### config.mk
export PLATFORM = sky130hd
export DESIGN_NAME = serial_paralelo_param
export DESIGN_NICKNAME = d
export VERILOG_FILES = /design/src/rtl/serial_paralelo_param.sv
export SDC_FILE = /design/constraint.sdc
export NUM_CORES = 1
export LEC_CHECK = 0
export BUFFER_PORTS_ARGS = -buffer_cell sky130_fd_sc_hd__buf_4
export CORE_ASPECT_RATIO = 1.4
export CORE_MARGIN = 2
export CORE_UTILIZATION = 45
export DETAILED_ROUTE_END_ITERATION = 16
export GPL_TIMING_DRIVEN = 0
export PLACE_DENSITY_LB_ADDON = 0.15
export RECOVER_POWER = 25
export SYNTH_ARGS = -nofsm -noshare
export SYNTH_HDL_FRONTEND = slang
export SYNTH_SLANG_ARGS = --single-unit
### constraint.sdc
create_clock -name clk_32f -period 2 [get_ports clk_32f]
set_clock_uncertainty 0.05 [all_clocks]
set_input_delay 0.4 -clock clk_32f [delete_from_list [all_inputs] [get_ports clk_32f]]
set_output_delay 0.4 -clock clk_32f [all_outputs]
set_load 0.01 [all_outputs]
### src/rtl/serial_paralelo_param.sv
// Serial-to-parallel receiver with comma-based word alignment and lock detection.
// Optional build macro SP_REALIGN_EN: re-align on a misaligned comma while locked.
module serial_paralelo_param #(
  parameter int unsigned      WIDTH      = 8,
  parameter logic [WIDTH-1:0] COM        = WIDTH'(8'hBC),
  parameter int unsigned      LOCK_COUNT = 4
) (
  input  logic             clk_32f,
  input  logic             reset,
  input  logic             data_in,
  output logic [WIDTH-1:0] data_out,
  output logic             valid_out,
  output logic             active
);

  localparam int unsigned     CntW    = (WIDTH > 1) ? $clog2(WIDTH) : 1;
  localparam int unsigned     ComW    = $clog2(LOCK_COUNT + 1);
  localparam logic [CntW-1:0] CntLast = CntW'(WIDTH - 1);
  localparam logic [ComW-1:0] ComFull = ComW'(LOCK_COUNT);

  typedef enum logic [1:0] {StHunt, StAlign, StLocked} state_e;

  state_e            state_q, state_d;
  logic [WIDTH-1:0]  sr_q, sr_next;
  logic [CntW-1:0]   cnt_q, cnt_d;
  logic [ComW-1:0]   com_cnt_q, com_cnt_d;
  logic [WIDTH-1:0]  data_q, data_d;
  logic              valid_q, valid_d;
  logic              active_q;
  logic              match, boundary;

  always_comb begin
    sr_next   = {sr_q[WIDTH-2:0], data_in};
    match     = (sr_next == COM);
    boundary  = (cnt_q == CntLast);
    state_d   = state_q;
    cnt_d     = boundary ? '0 : cnt_q + 1'b1;
    com_cnt_d = com_cnt_q;
    data_d    = data_q;
    valid_d   = 1'b0;

    unique case (state_q)
      StHunt: begin
        // A comma at any offset fixes the boundary: next bit is bit 0 of a word.
        if (match) begin
          cnt_d     = '0;
          com_cnt_d = ComW'(1);
          state_d   = (LOCK_COUNT == 1) ? StLocked : StAlign;
        end
      end
      StAlign: begin
        if (boundary) begin
          if (match) begin
            com_cnt_d = com_cnt_q + 1'b1;
            if (com_cnt_d == ComFull) state_d = StLocked;
          end else begin
            com_cnt_d = '0;
            state_d   = StHunt;
          end
        end
      end
      StLocked: begin
        if (boundary) begin
          if (!match) begin
            data_d  = sr_next;
            valid_d = 1'b1;
          end
        end
`ifdef SP_REALIGN_EN
        else if (match) begin
          cnt_d     = '0;
          com_cnt_d = ComW'(1);
          state_d   = (LOCK_COUNT == 1) ? StLocked : StAlign;
        end
`endif
      end
      default: begin
        state_d   = StHunt;
        com_cnt_d = '0;
      end
    endcase
  end

  always_ff @(posedge clk_32f or posedge reset) begin
    if (reset) begin
      state_q   <= StHunt;
      sr_q      <= '0;
      cnt_q     <= '0;
      com_cnt_q <= '0;
      data_q    <= '0;
      valid_q   <= 1'b0;
      active_q  <= 1'b0;
    end else begin
      state_q   <= state_d;
      sr_q      <= sr_next;
      cnt_q     <= cnt_d;
      com_cnt_q <= com_cnt_d;
      data_q    <= data_d;
      valid_q   <= valid_d;
      active_q  <= (state_d == StLocked);
    end
  end

  assign data_out  = data_q;
  assign valid_out = valid_q;
  assign active    = active_q;

endmodule

==> qor.csv <==
metric,value,unit
wire length per cell,14.6,um
R2R depth,5,
post-cts sizing count,0,
vias in the first global route,587,
Final Hold Viols,0,
HP Class,in2reg,
crit path to,data_out[2],
H-tree depth,1,
Worst R2R Setup Slack,0.34,ns
Final setup viols,0,
Worst VDD drop,0.000576,V
first-pass GRT wire length,2560,um
crit path kind,reg2reg,
crit path from,sr_q[5],
FMAX,0.602,GHz
area of the multi-input gates,358,um2
port buffer count,12,
post-CTS setup buffer count,0,
die area,2640,um2
clock latency on the worst-skew pair,0.30,ns
fin crit share,0.831,
Power Density,738,nW/um2
register area share after synthesis,0.622,
largest area contributor in the netlist,dfrtp_1,
"Reg clk slew, reported paths",0.13,ns
setup_tns,0,ns
routed vias/inst,5.42,
crit path DAT,1.81,ns
Detailed Place HPWL,1110,um
leakage power total,0.000587,uW
Worst setup SP type,register,
initial drt markers,8,
final-report max-slew violation count,0,
CTS root buffer,clkbuf_4,
sequential cell area,626,um2
GP Congestion,0.818,
Syn Area/Cell,14.8,um2
router iterations before antenna repair,4,
synthesized area,1010,um2
synth warn,0,
fin nets,92,
synth unique cells,20,
share of cells above drive strength 1,0.345,
Critical Path RT,2.14,ns
initial antenna violation count,0,
CTS Sinks,25,
synth top area cells,"dfrtp_1, mux2_4, ha_1",
I/O pins,13,
number of synthesized register bits,25,
unrepaired setup endpoints after global routing,no,
fill count,191,
Routed WL,1550,um
vias,575,
Mapped Nets,75,
Placed Cells,102,
Min-Delay Startpoint,data_in,
worst reg2reg endpoint,data_out[2],
Post-CTS Hold Buffers,0,
Rows,20,
nature of the critical path endpoint,register,
most frequent cells in the layout,"dfrtp_1, buf_4, mux2_4",
global-route usage over all layers,0.137,
chip width,44.0,um
Die H,59.9,um
"commonest non-fill, non-tap cell in the layout",dfrtp_1,
Final Non-Filler Cells,106,
P&R area growth vs syn,13.9,%
Critical Path Fanout Max,9,
pin slew with the least headroom to its limit,0.903,ns
MaxCap Viol Count,0,
Tmin final,1.66,ns
largest buffer count on any clock path,2,
Core Box Area,2150,um2
pin count of the biggest net entering global routing,26,
drc violations,0,
Max-Slew Margin vs Limit,0.398,
grt ovf,0,
Ant. Diodes,0,
share of the synthesized area in the top cell type,0.622,
post-route ant nets,0,
reg2reg start,sr_q[5],
Starting Density,0.467,
cell count after synthesis,68,
CTS tree,yes,
CTS Buf Count,3,
status,finished clean,
-- per-stage QoR --
step           utilization  total power, uW  worst slack [ns]  hold slack, ns  area, um2
2_1_floorplan            -              626             0.463           0.317       1010
3_3_place_gp         0.522              645             0.347           0.335       1120
3_5_place_dp         0.522              651             0.350           0.345       1120
4_1_cts              0.534              867             0.329           0.147       1150
5_1_grt              0.533              910             0.261           0.136       1150
6_report             0.533              846             0.339           0.181       1150
-- layout make-up --
cell class	instances	share of cell area
Sequential cell	25	0.546
Multi-Input combinational cell	39	0.312
Timing Repair Buffer	12	0.0753
Tap cell	22	0.0240
Clock buffer	4	0.0229
Buffer	1	0.00983
Inverter	3	0.00983
-- cells in the mapped netlist --
library cell	instances
xnor2_1	1
and3_1	2
nand4_2	1
nor2_1	3
and2b_2	1
a221oi_1	1
buf_6	1
nand2_1	2
ha_1	4
nor2b_1	2
a31o_2	2
nor3_1	4
dfrtp_1	25
a211o_2	1
mux2_4	8
inv_1	3
a22o_1	3
and4b_1	1
o21ai_0	2
mux2_2	1
-- worst max-delay path, cell delays in order (launching register included) --
cell and delay [ns]:
dfrtp_1 0.41, and4b_1 0.27, nand4_2 0.16, and3_1 0.21, buf_6 0.15, mux2_4 0.29
-- flip-flops by register name, indices dropped and copies added, names as in the netlist --
register and count:
sr_q 7, data_out 8, com_cnt_q 3, active 1, cnt_q 3, valid_out 1
state_q 2
-- per-layer routing --
metal  share of wire  track usage  up-vias
li1                -            -      274
met2            0.50        0.216       16
met4           0.026        0.113        0
met3           0.036       0.0272        6
met1            0.43        0.157      279
met5               0            0        -
-- cell families (layout without fill, tap and decap cells) --
kind of cell / after synthesis / in the layout / share of synthesized area
multiplexers: 9 / 9 / 0.131
AND/OR/NAND/NOR: 16 / 16 / 0.0945
adder cells (fa/ha/maj): 4 / 4 / 0.0498
XOR/XNOR: 1 / 1 / 0.00871
flip-flops: 25 / 25 / 0.622
buffers and inverters: 4 / 20 / 0.0224
AO/OA/AOI/OAI: 9 / 9 / 0.0721
-- how the worst min path moves through the flow --
stage | depth (start not counted) | slack [ns] | end
2_1_floorplan | 0 | 0.32 | sr_q[4]
3_3_place_gp | 0 | 0.33 | sr_q[6]
3_5_place_dp | 0 | 0.34 | sr_q[1]
4_1_cts | 1 | 0.15 | sr_q[0]
5_1_grt | 1 | 0.14 | sr_q[0]
6_report | 1 | 0.18 | sr_q[0]
-- report_power, final --
group / total [uW] / switching (uW) / internal [uW] / leakage (uW)
Clock: 210 / 132 / 77.6 / 0.0000150
Combinational: 70.8 / 36.1 / 34.7 / 0.000244
Sequential: 565 / 21.6 / 544 / 0.000328
Total: 846 / 190 / 656 / 0.000587
Power figures use the tool's default switching activity.
